==> src/rtl/uart_pkt_wrapper.sv <==
// Packet layer over a byte UART: assembles CMD_BYTES-byte commands (MSB first) with
// inter-byte timeout and backpressure, and serialises RESP_BYTES-byte responses.
module uart_pkt_wrapper #(
  parameter int CMD_BYTES   = 2,
  parameter int RESP_BYTES  = 1,
  parameter int TIMEOUT_CYC = 5000
) (
  input  logic                    clk,
  input  logic                    rst_n,
  input  logic                    rx_rdy,
  input  logic [7:0]              rx_data,
  output logic                    clr_rx_rdy,
  output logic                    cmd_rdy,
  output logic [8*CMD_BYTES-1:0]  cmd,
  input  logic                    clr_cmd_rdy,
  output logic                    timeout_err,
  input  logic                    send_resp,
  input  logic [8*RESP_BYTES-1:0] resp,
  output logic                    resp_busy,
  output logic                    resp_done,
  output logic                    trmt,
  output logic [7:0]              tx_data,
  input  logic                    tx_done
);

  // state   | meaning
  // TX_IDLE | no response in flight, waiting for send_resp
  // TX_LOAD | one-cycle trmt strobe for the current byte
  // TX_WAIT | UART busy with the current byte, waiting for tx_done

  localparam int CW = 8 * CMD_BYTES;
  localparam int RW = 8 * RESP_BYTES;
  localparam int BW = $clog2(CMD_BYTES + 1);
  localparam int TW = (TIMEOUT_CYC > 0) ? $clog2(TIMEOUT_CYC + 1) : 1;
  localparam int IW = (RESP_BYTES > 1) ? $clog2(RESP_BYTES) : 1;

  logic [BW-1:0]  byte_cnt;
  logic [TW-1:0]  to_cnt;
  logic           capture;
  logic           last_byte;
  logic           to_hit;
  logic [CW+7:0]  cmd_shift;

  assign capture   = rx_rdy & ~cmd_rdy & ~clr_rx_rdy;
  assign last_byte = (byte_cnt == BW'(CMD_BYTES - 1));
  assign cmd_shift = {cmd, rx_data};
  // The counter only runs mid-packet, so a single-byte command can never time out.
  assign to_hit    = (TIMEOUT_CYC > 0) && (byte_cnt != '0) &&
                     ((to_cnt + TW'(1)) == TW'(TIMEOUT_CYC));

  always_ff @(posedge clk or negedge rst_n) begin
    if (!rst_n) begin
      clr_rx_rdy  <= 1'b0;
      cmd_rdy     <= 1'b0;
      cmd         <= '0;
      timeout_err <= 1'b0;
      byte_cnt    <= '0;
      to_cnt      <= '0;
    end else begin
      clr_rx_rdy  <= capture;
      timeout_err <= 1'b0;
      if (capture) begin
        cmd    <= cmd_shift[CW-1:0];
        to_cnt <= '0;
        if (last_byte) begin
          byte_cnt <= '0;
          cmd_rdy  <= 1'b1;
        end else begin
          byte_cnt <= byte_cnt + BW'(1);
        end
      end else begin
        if (cmd_rdy && clr_cmd_rdy)
          cmd_rdy <= 1'b0;
        if (to_hit) begin
          byte_cnt    <= '0;
          to_cnt      <= '0;
          timeout_err <= 1'b1;
        end else if (byte_cnt != '0) begin
          to_cnt <= to_cnt + TW'(1);
        end else begin
          to_cnt <= '0;
        end
      end
    end
  end

  typedef enum logic [1:0] {TX_IDLE, TX_LOAD, TX_WAIT} tx_state_t;

  tx_state_t      state, state_nxt;
  logic [RW-1:0]  shreg;
  logic [IW-1:0]  idx;
  logic           accept, advance, finish;

  always_comb begin
    state_nxt = state;
    accept    = 1'b0;
    advance   = 1'b0;
    finish    = 1'b0;
    trmt      = 1'b0;
    case (state)
      TX_IDLE: begin
        if (send_resp) begin
          accept    = 1'b1;
          state_nxt = TX_LOAD;
        end
      end
      TX_LOAD: begin
        trmt      = 1'b1;
        state_nxt = TX_WAIT;
      end
      TX_WAIT: begin
        if (tx_done) begin
          if (idx == IW'(RESP_BYTES - 1)) begin
            finish    = 1'b1;
            state_nxt = TX_IDLE;
          end else begin
            advance   = 1'b1;
            state_nxt = TX_LOAD;
          end
        end
      end
      default: state_nxt = TX_IDLE;
    endcase
  end

  always_ff @(posedge clk or negedge rst_n) begin
    if (!rst_n) begin
      state     <= TX_IDLE;
      shreg     <= '0;
      idx       <= '0;
      resp_busy <= 1'b0;
      resp_done <= 1'b0;
    end else begin
      state     <= state_nxt;
      resp_done <= finish;
      if (accept) begin
        shreg     <= resp;
        idx       <= '0;
        resp_busy <= 1'b1;
      end
      if (advance) begin
        shreg <= shreg << 8;
        idx   <= idx + IW'(1);
      end
      if (finish)
        resp_busy <= 1'b0;
    end
  end

  // Shifting left keeps the byte being sent in the top lane; it stays put after the last byte.
  assign tx_data = shreg[RW-1 -: 8];

endmodule
==> config.mk <==
export PLATFORM = sky130hd
export DESIGN_NAME = uart_pkt_wrapper
export DESIGN_NICKNAME = d
export VERILOG_FILES = /design/src/rtl/uart_pkt_wrapper.sv
export SDC_FILE = /design/constraint.sdc
export NUM_CORES = 1
export LEC_CHECK = 0
export CAP_MARGIN = 15
export CORE_ASPECT_RATIO = 0.6
export CORE_MARGIN = 2
export CORE_UTILIZATION = 44
export DETAILED_ROUTE_END_ITERATION = 6
export PLACE_DENSITY = 0.75
export SYNTH_ARGS = -nofsm -noshare
export SYNTH_HDL_FRONTEND = slang
export SYNTH_SLANG_ARGS = --single-unit
export TNS_END_PERCENT = 30
==> constraint.sdc <==
create_clock -name clk -period 2.9 [get_ports clk]
set_input_delay 0.58 -clock clk [delete_from_list [all_inputs] [get_ports clk]]
set_output_delay 0.58 -clock clk [all_outputs]
set_load 0.005 [all_outputs]
-- Word-level counts from Yosys, hierarchy flattened
Index checks and enable logic that the tools add are counted.
- register bits: 47
- output and inout port bits: 30
- logic and storage cells: 65
- add/sub/neg operators: 3
- equal/unequal tests: 7
- mux-type cells: 30
- bitwise gates (word level): 4
- reductions and logical operators: 10
- operators with widths (cell ; count):
    13-bit two-way mux ; 3
    1-bit two-way mux ; 19
    8-bit two-way mux ; 2
    13-bit by 1-bit adder with 13-bit output (second input constant) ; 1
    13-bit == test (second input constant) ; 1
    2-bit two-way mux ; 5
    2-bit nonzero test ; 5
    2-bit one-hot mux with 3 select lines ; 1
    2-bit by 1-bit == test with 1-bit output (second input constant) ; 2
    2-bit inequality test (second input constant) ; 2
    2-bit AND reduction ; 2
    2-bit by 1-bit adder with 2-bit output (second input constant) ; 1
    1-bit AND ; 2
    2-bit == test (second input constant) ; 1
    1-bit logical AND ; 2
    2-bit zero test ; 1
    2-bit by 1-bit inequality test with 1-bit output (second input constant) ; 1
    1-bit inverter ; 2
    1-bit adder (second input constant) ; 1

-- Longest topological paths before layout
Gate-level depths: netlist of run 1.
- depth in word-level cells: 5
- mapped depth: 7
- gate-level depth less buffers: 6

-- Worst setup path after synthesis of run 1
Ideal clock, no wire load.
- path type: reg-to-reg
- start point: register to_cnt[0]
- end point: register to_cnt[12]
- arrival: 1.713 ns
- required time: 2.756 ns
- path slack: 1.043 ns
- cell stages (with the launch flop): 7
- path buffers: 0
- period minus slack after synthesis: 1.857 ns
- cells stage by stage: dfrtp_1 > ha_1 > nand2_1 > or4b_1 > a31o_1 > a211oi_4 > nor3_1
- cells in the longest elaborated chain, start to end: 5
- elaborated cells between the ends (all ways): 6
- RTL lines (element ; line ; source):
    from (decl) ; 38 ; logic [TW-1:0] to_cnt;
    from (signal assigned) ; 79 ; to_cnt <= to_cnt + TW'(1);
    13-bit by 1-bit adder with 13-bit output (*) ; 49, 79 ;
    13-bit == test ; 49 ; ((to_cnt + TW'(1)) == TW'(TIMEOUT_CYC));
    1-bit logical AND ; 48 ; assign to_hit = (TIMEOUT_CYC > 0) && (byte_cnt != '0) &&
    13-bit two-way mux (*) ; 74 ; if (to_hit) begin
    13-bit two-way mux (*) ; 62 ; if (capture) begin
Every way passes the cells marked *; elsewhere a longest branch is shown, timed or not.
A chain may end at the register's enable or synchronous reset.

-- Final worst setup path of run 1
Ends and elaborated chain as after synthesis.

==> impl_results.md, run 1 <==
- Number of gates resized after cts: 0
- Outcome: finished, final reports clean
- Total grt overflow: 0
- Die H: 57.1 um
- Filler instances: 372
- Chip width: 92.5 um
- Critical path's largest stage delay: 510 ps
- Crit Path Class: register to register
- Worst slew margin: 33.2%
- Vias: 1613
- Setup violators final: 0
- Ordered list of cells on the worst path: ha_1, nand2_1, or4b_1, a31o_1, a211oi_4, nor3_1
- Synth async-reset ratio: 100%
- Setup_tns: 0 ps
- Fin. max-slew vios: 0
- Post-synth EDFFs: 0
- CTS Hold Buffers Added: 0
- Nets: 288
- CTS root buffer: clkbuf_8
- Worst-path clk slew: 90 ps
- M3 GR Usage: 4.49%
- Min Tclk post-route: 2110 ps
- Post-DP HPWL: 3.22 mm
- Largest net degree at the start of global routing: 48
- Post-CTS Setup Inserts: 0
- Fmax: 0.474 GHz
- Warning count from the yosys run: 0
- Vias in the first global route: 1522
- Crit path required time: 3060 ps
- Fin crit share: 72.7%
- Distinct cells, synth: 38
- Hold Fails Final Rpt: 0
- Initial Util: 45.5%
- Layout cells sized above 1: 6.42%
- Routed WL: 4.34 mm
- Core box area: 4540 sq um
- Max_cap viols: 0
- Worst slew pin tran: 1000 ps
- Startpoint types: register
- Synth top area share: 56.9%
- Mapped Cells: 211
- Mapped cell area: 2070 sq um
- IO Count: 52
- Final setup margin: 791 ps
- Longest Clk Path Bufs: 2
- RSZ-0062 raised after global routing: no
- Final Util: 60.8%
- CP Data Arrival Time: 2270 ps
- Post-synth top flop: dfrtp_1
- # diodes: 0
- Post-Place Setup Slack: 813 ps
- GRT busiest layer: met1
- Area leader, netlist: dfrtp_1
- Antenna-violating nets left: 0
- Tot Pwr: 2.36 mW
- Residual DRC: 0
- GR Layer Usage met2: 24.2%
- Flops & latches, synth: 47
- Initial antenna violation count: 0
- Top delay family on crit path: simple AND/OR/NAND/NOR gates
- Buf/Inv on CP: 0
- Pwr dens: 855 nW/um^2
- Synth cell count leaders: nand2_1, dfrtp_1, nor2_1
- Syn nets: 235
- Area of the multi-input gates: 840 sq um
- Syn-to-layout area delta: 33.6%
- GPL Wtd Cong: 0.854
- Sequential-to-total area share from yosys stat: 56.9%
- TritonRoute pass-1 iters: 5
- Vias/cell: 4.92
- CTS sink cnt: 47
- TritonCTS Buffers: 5
- GR Util All Layers: 18.4%
- Std-Cell Rows: 19
- Wire per inst: 13.2 um
- Register Area: 1180 sq um
- Met1 usage: 29.7%
- Clk_skew: 11.6 ps
- P_leak: 1.27 nW
- IO buf count: 51
- Number of DRC markers in iteration 0: 94
- Hold slack: 449 ps
- Mean area per synthesized cell: 9.80 sq um
- CP max stage cell: or4b_1
- Crit path max fanout: 8
- Hold Path Class: input port to asynchronous set/reset pin
- CTS tree: built
- Worst-skew pair later-pin latency: 300 ps
- Peak supply drop: 0.000467 V
- Count leader, synth: nand2_1
- Synth area leaders: dfrtp_1, nand2_1, mux2i_1
- H-Tree Level Count: 2
- First-pass GRT wire length: 7.54 mm
- CP Capture Type: register
- Die area: 5280 sq um
[layout by cell type (no fill, tap or decap), drive strengths merged, types with 6 or more instances in the layout]
cell,instances
inv,6
nor2,22
xnor2,7
clkdlybuf4s50,50
clkbuf,6
dfrtp,47
nand2,63
nand3,7
mux2i,9
nor3,6
[through the flow]
stage	instances	area [sq um]
2_1_floorplan	211	2070
3_3_place_gp	320	2640
3_5_place_dp	320	2640
4_1_cts	328	2760
5_1_grt	328	2760
6_report	328	2760
[power by group]
part           internal [mW]  switching [mW]
Sequential             0.867           0.151
Combinational          0.490           0.354
Clock                  0.284           0.217
[routing by layer]
layer,vias up,wire length (um)
li1,801,-
met1,756,2230
met2,54,1800
met3,2,279
met4,0,29
met5,-,0
[area by class of cell]
| type | instances | area share (%) |
|---|---|---|
| Tap cell | 63 | 2.85 |
| Sequential cell | 47 | 42.6 |
| Inverter | 5 | 0.679 |
| Multi-Input combinational cell | 151 | 30.4 |
| Timing Repair Buffer | 54 | 19.1 |
| Clock buffer | 6 | 2.99 |
| Clock inverter | 2 | 1.40 |
[worst paths after layout]
| check | from | end | slack (ps) | depth (start not counted) |
|---|---|---|---|---|
| setup / recovery | to_cnt[0]$_DFF_PN0_ | to_cnt[12]$_DFF_PN0_ | 790 | 6 |
| hold / removal | rst_n | cmd[6]$_DFFE_PN0P_ | 450 | 1 |
| setup reg to reg | to_cnt[0]$_DFF_PN0_ | to_cnt[12]$_DFF_PN0_ | 790 | 6 |
| hold reg to reg | cmd[8]$_DFFE_PN0P_ | cmd[8]$_DFFE_PN0P_ | 480 | 2 |
| max in group asynchronous | rst_n | cmd_rdy$_DFFE_PN0P_ | 1840 | 1 |
| min in group clk | cmd[8]$_DFFE_PN0P_ | cmd[8]$_DFFE_PN0P_ | 480 | 2 |
[cell families after synthesis]
logic type                 Yosys count  synth area share, %
and+or+nand+nor                    116                 25.8
DFF                                 47                 56.9
AOI/OAI and AO/OA                   14                 4.96
buffers and inverters               13                 2.54
xor gates and xnor gates            10                 4.24
muxes                                9                 4.36
adders and majority gates            2                 1.21
[flip-flops by register name (all words and copies together) (netlist names)]
name and flops:
byte_cnt 2, clr_rx_rdy 1, cmd 16, cmd_rdy 1
idx 1, resp_busy 1, resp_done 1, state 2
timeout_err 1, to_cnt 13, tx_data 8
[worst register-to-register path, cell delays in order (launching register included)]
cell      delay [ps]
dfrtp_1          420
ha_1             220
nand2_1          190
or4b_1           520
a31o_1           230
a211oi_4         310
nor3_1            90
(Power assumes the default switching activity.)
==> run 2: changes to the inputs <==
- PLACE_DENSITY: 0.75 -> 0.78
- clock period: 2.9 -> 1.7 ns (I/O delays scaled with it)
==> run 2 against run 1 <==
Against the previous run: the run now ends with setup timing left; count of clock-buffer cells in the layout stayed put; hold slack lost 320 ps; clock power grew 89%; core utilization grew 4.5 points; register-to-register slack got worse by 970 ps; sequential power increased by 69%; critical path type unchanged; highest routed layer unchanged.
==> impl_results.md, run 2 (same netlist as run 1, synthesis figures left out) <==
- Fin. max-slew vios: 0 (unchanged)
- Core box area: 4540 sq um (unchanged)
- Clk_skew: 11.1 ps (-0.425 ps)
- Largest register FFs: 16 (unchanged)
- Nets: 310 (+7.6%)
- Vias: 1728 (+7.1%)
- Fin crit share: 110% (+38 points)
- Critical path's largest stage delay: 530 ps (+20 ps)
- IO buf count: 51 (unchanged)
- Outcome: complete, but fails checks
- Commonest non-fill, non-tap cell in the layout: nand2_1
- Antenna-violating nets left: 0 (unchanged)
- TritonRoute pass-1 iters: 4 (-1)
- Die area: 5280 sq um (unchanged)
- Placed Area: 2830 sq um (+7.0%)
- Largest net degree at the start of global routing: 48 (unchanged)
- Vias in the first global route: 1692 (+11%)
- Final Instance Area: 2970 sq um (+7.4%)
- Die H: 57.1 um (unchanged)
- CTS Hold Buffers Added: 0 (unchanged)
- Post-DP HPWL: 3.73 mm (+16%)
- Setup_tns: -1340 ps (-1340 ps)
- Hold Path Class: input port to asynchronous set/reset pin
- Routed WL: 5.02 mm (+16%)
- Syn-to-layout area delta: 43.5%
- Final setup margin: -176 ps (-966 ps)
- Worst-skew pair later-pin latency: 300 ps (about the same)
- CTS sink cnt: 47 (unchanged)
- CP max stage cell: or4b_4
- Final std cells w/o fill: 350 (+6.7%)
- Top reg by flops: cmd
- Crit path required time: 1870 ps (-1190 ps)
- CTS tree: built
- Failing checks: setup timing
- Min Tclk post-route: 1880 ps (-234 ps)
- Fmax: 0.533 GHz (+12%)
- Buf/Inv on CP: 0 (unchanged)
- Pwr dens: 1440 nW/um^2 (+68%)
- Peak supply drop: 0.000875 V (+88%)
- Crit path max fanout: 5 (-3)
- CP Capture Type: register
- Cell depth of the worst setup path: 5 (-1)
- Std-Cell Rows: 19 (unchanged)
- H-Tree Level Count: 2 (unchanged)
- Ordered list of cells on the worst path: nand4_4, or4b_4, a31o_1, a211oi_4, nor2_1
- Most frequent cells in the layout: nand2_1, clkdlybuf4s50_1, dfrtp_1, buf_4, nor2_1
- Chip width: 92.5 um (unchanged)
- Startpoint types: register
- Worst slew pin tran: 582 ps (-419 ps)
- Layout cells sized above 1: 14.6% (+8.2 points)
- Total grt overflow: 0 (unchanged)
- Initial antenna violation count: 0 (unchanged)
- Worst-path clk slew: 90 ps (about the same)
- CTS root buffer: clkbuf_8
- Placed Cells: 342 (+6.9%)
- Vias/cell: 4.94 (+0.40%)
- TritonCTS Buffers: 5 (unchanged)
- Wire per inst: 14.3 um (+8.3%)
- Tot Pwr: 4.28 mW (+81%)
- Worst R2R Path Depth: 5 (-1)
- Max_cap viols: 0 (unchanged)
- # diodes: 0 (unchanged)
- RSZ-0062 raised after global routing: yes
- Residual DRC: 0 (unchanged)
- GPL Wtd Cong: 0.967 (+13%)
- GR Util All Layers: 19.9% (+1.4 points)
- Initial Util: 45.5% (unchanged)
- Setup violators final: 10 (+10)
- P_leak: 1.40 nW (+10%)
- Hold Fails Final Rpt: 0 (unchanged)
- IO Count: 52 (unchanged)
- CP Data Arrival Time: 2040 ps (-230 ps)
- Post-CTS Setup Inserts: 0 (unchanged)
- Number of DRC markers in iteration 0: 119 (+27%)
- Top delay family on crit path: simple AND/OR/NAND/NOR gates
- Filler instances: 343 (-7.8%)
- First-pass GRT wire length: 8.16 mm (+8.2%)
- Crit Path Class: register to register
- Longest Clk Path Bufs: 2 (unchanged)
- Hold slack: 127 ps (-322 ps)
- Worst slew margin: 61.2% (+28 points)
run 2: changes by cell type in the layout (fill, tap and decap cells not counted), sizes merged:
cell / previous run / this run
bufinv: 1 / 2
buf: 4 / 26
inv: 6 / 5
clkdlybuf4s50: 50 / 49
dlygate4sd2: 0 / 1
run 2: layer usage:
metal | GRT usage, % | share of wire [%]
met5 | 0 | 0
met4 | 3.62 | 0.40
met3 | 3.83 | 4.0
met2 | 30.8 | 47
met1 | 29.8 | 49
run 2: report_power, final:
| group | switching [mW] | internal (mW) |
|---|---|---|
| Clock | 0.359 | 0.588 |
| Sequential | 0.245 | 1.48 |
| Combinational | 0.688 | 0.917 |
| Total | 1.29 | 2.98 |
run 2: worst register-to-register path: stages (launching register included):
cell,delay (ps)
dfrtp_1,470
nand4_4,130
or4b_4,530
a31o_1,230
a211oi_4,310
nor2_1,90
run 2: through the flow:
| step | worst slack [ps] | utilization, % |
|---|---|---|
| after CTS | -177 | 65.1 |
| after global placement | -163 | 62.2 |
| final | -176 | 65.4 |
| after floorplan | -135 | - |
| after global routing | -277 | 65.4 |
| after detailed placement | -217 | 62.2 |
run 2: what timing repair did:
action,4_1_cts,5_1_grt
pin swaps,2,0
setup endpoints to repair,11,10
resized for setup,1,2
run 2: area by class of cell:
cell class,count,area [sq um],share of cell area (%)
clock inverter,2,60.1,2.02
sequential,47,1180,39.6
clock buffer,6,72.6,2.45
timing repair buffer,76,692,23.3
multi-input combinational,151,870,29.3
tap,63,78.8,2.66
inverter,5,18.8,0.632
run 2: path summary, 6_finish.rpt:
path / slack [ps] / start / to
max in group asynchronous: 1180 / rst_n / cmd[15]$_DFFE_PN0P_
min in group clk: 480 / cmd[10]$_DFFE_PN0P_ / cmd[10]$_DFFE_PN0P_
worst min-delay path: 130 / rst_n / cmd[6]$_DFFE_PN0P_
worst max register to register: -180 / to_cnt[5]$_DFF_PN0_ / to_cnt[1]$_DFF_PN0_
worst min register to register: 480 / cmd[10]$_DFFE_PN0P_ / cmd[10]$_DFFE_PN0P_
worst max-delay path: -180 / to_cnt[5]$_DFF_PN0_ / to_cnt[1]$_DFF_PN0_
==> run 3: changes to the inputs <==
- GPL_TIMING_DRIVEN: not set -> 0
==> run 3 against run 2 <==
Against the previous run: the flow still finishes with violations (setup timing); clock skew fell by 2.1 ps; setup slack got worse by 48 ps; global-route usage fell by 0.95 points; sequential cell count did not move; sequential power rose by 2%; design area fell by 2.2%; count of clock-buffer cells in the layout did not move; register-to-register slack got worse by 50 ps; critical path type unchanged.
==> impl_results.md, run 3 (same netlist as run 1, synthesis figures left out) <==
- Outcome: complete, but fails checks
- Failing checks: setup timing
- Placed Area: 2690 sq um (-4.7%)
- CTS root buffer: clkbuf_8
- Top reg by flops: cmd
- Number of DRC markers in iteration 0: 119 (unchanged)
- Tot Pwr: 4.15 mW (-3.0%)
- Crit path max fanout: 5 (unchanged)
- Fin crit share: 113% (+2.8 points)
- P_leak: 1.34 nW (-4.4%)
- Syn-to-layout area delta: 40.4%
- Wire per inst: 14.5 um (+1.5%)
- TritonRoute pass-1 iters: 4 (unchanged)
- GPL Wtd Cong: 0.886 (-8.4%)
- Post-Place Setup Slack: -360 ps (-143 ps)
- Vias: 1696 (-1.9%)
- Cell depth of the worst setup path: 7 (+2)
- Final Instance Area: 2900 sq um (-2.2%)
- Chip width: 92.5 um (unchanged)
- Initial antenna violation count: 0 (unchanged)
- Routed WL: 4.95 mm (-1.4%)
- Core box area: 4540 sq um (unchanged)
- Pwr dens: 1430 nW/um^2 (-0.85%)
- Post-DP HPWL: 3.51 mm (-5.9%)
- Max_cap viols: 0 (unchanged)
- Setup violators final: 10 (unchanged)
- Ordered list of cells on the worst path: ha_4, nand2_4, or4b_1, a31o_1, a211oi_4, buf_6, nor3_1
- Min Tclk post-route: 1920 ps (+47.9 ps)
- Final Util: 63.9% (-1.4 points)
- H-Tree Level Count: 2 (unchanged)
- Hold Path Class: input port to asynchronous set/reset pin
- IO buf count: 51 (unchanged)
- CP max stage cell: or4b_1
- GR Util All Layers: 18.9% (-0.95 points)
- Nets: 300 (-3.2%)
- Top delay family on crit path: simple AND/OR/NAND/NOR gates
- Layout cells sized above 1: 13.0% (-1.6 points)
- Die area: 5280 sq um (unchanged)
- Std-Cell Rows: 19 (unchanged)
- Vias/cell: 4.99 (+1.0%)
- Final setup margin: -224 ps (-47.9 ps)
- TritonCTS Buffers: 5 (unchanged)
- CTS tree: built
- CTS sink cnt: 47 (unchanged)
- Worst R2R Path Depth: 7 (+2)
- Most frequent cells in the layout: nand2_1, clkdlybuf4s50_1, dfrtp_1, nor2_1, mux2i_1
- Largest register FFs: 16 (unchanged)
- Startpoint types: register
- Clk_skew: 9.07 ps (-2.07 ps)
- CP Data Arrival Time: 2080 ps (+40 ps)
- RSZ-0062 raised after global routing: yes
- Final std cells w/o fill: 340 (-2.9%)
- Total grt overflow: 0 (unchanged)
- Worst slew pin tran: 610 ps (+27.7 ps)
- IO Count: 52 (unchanged)
- Fmax: 0.520 GHz (-2.5%)
- Crit Path Class: register to register
- Worst-path clk slew: 90 ps (about the same)
- # diodes: 0 (unchanged)
- Hold slack: 7.82 ps (-119 ps)
- Placed Cells: 326 (-4.7%)
- Longest Clk Path Bufs: 2 (unchanged)
- Initial Util: 45.5% (unchanged)
- Residual DRC: 0 (unchanged)
- Worst-skew pair later-pin latency: 300 ps (about the same)
- Fin. max-slew vios: 0 (unchanged)
- Hold Fails Final Rpt: 0 (unchanged)
- Largest net degree at the start of global routing: 26 (-46%)
- Vias in the first global route: 1539 (-9.0%)
- Worst slew margin: 59.3% (-1.8 points)
- Critical path's largest stage delay: 470 ps (-60 ps)
- Crit path required time: 1860 ps (about the same)
- First-pass GRT wire length: 7.69 mm (-5.7%)
- Setup_tns: -1610 ps (-269 ps)
- Peak supply drop: 0.00115 V (+32%)
- Buf/Inv on CP: 1 (+1)
- Antenna-violating nets left: 0 (unchanged)
- Commonest non-fill, non-tap cell in the layout: nand2_1
- CP Capture Type: register
- Die H: 57.1 um (unchanged)
run 3: cell count changes in the layout (fill, tap and decap cells not counted), sizes merged:
cell    before  now
buf         26   11
bufinv       2    1
clkinv       0    1
clkbuf       6   11
run 3: final timing paths:
| check | from | to | slack (ps) |
|---|---|---|---|
| min in group clk | cmd[11]$_DFFE_PN0P_ | cmd[11]$_DFFE_PN0P_ | 480 |
| min reg2reg | cmd[11]$_DFFE_PN0P_ | cmd[11]$_DFFE_PN0P_ | 480 |
| max reg2reg | to_cnt[0]$_DFF_PN0_ | to_cnt[12]$_DFF_PN0_ | -220 |
| max in group asynchronous | rst_n | to_cnt[3]$_DFF_PN0_ | 1170 |
| max | to_cnt[0]$_DFF_PN0_ | to_cnt[12]$_DFF_PN0_ | -220 |
| min | rst_n | cmd[5]$_DFFE_PN0P_ | 8 |
run 3: power breakdown:
group	internal, mW	switching, mW	total, mW
Sequential	1.48	0.279	1.76
Clock	0.476	0.374	0.850
Combinational	0.866	0.670	1.54
Total	2.82	1.32	4.15
run 3: repair_timing:
item,CTS,global route
hold buffers,0,0
pin swaps,5,0
setup buffers,5,2
endpoints found under the setup margin,12,24
resized for setup,9,5
run 3: layout make-up:
| cell class | instances | area [sq um] |
|---|---|---|
| clock buffers | 6 | 82.6 |
| repair buffers | 59 | 581 |
| fillers | 366 | 1640 |
| flip-flops and latches | 47 | 1180 |
| well taps | 63 | 78.8 |
| clock inverters | 2 | 35.0 |
| multi-input cells | 151 | 893 |
| plain buffers | 7 | 32.5 |
| inverters | 5 | 18.8 |
run 3: layer usage:
layer / vias up / GRT usage, % / share of wire [%]
met3: 5 / 4.49 / 5.1
met1: 816 / 28.4 / 47
met5: - / 0 / 0
met2: 53 / 28.3 / 47
met4: 0 / 4.05 / 0.69
li1: 822 / - / -
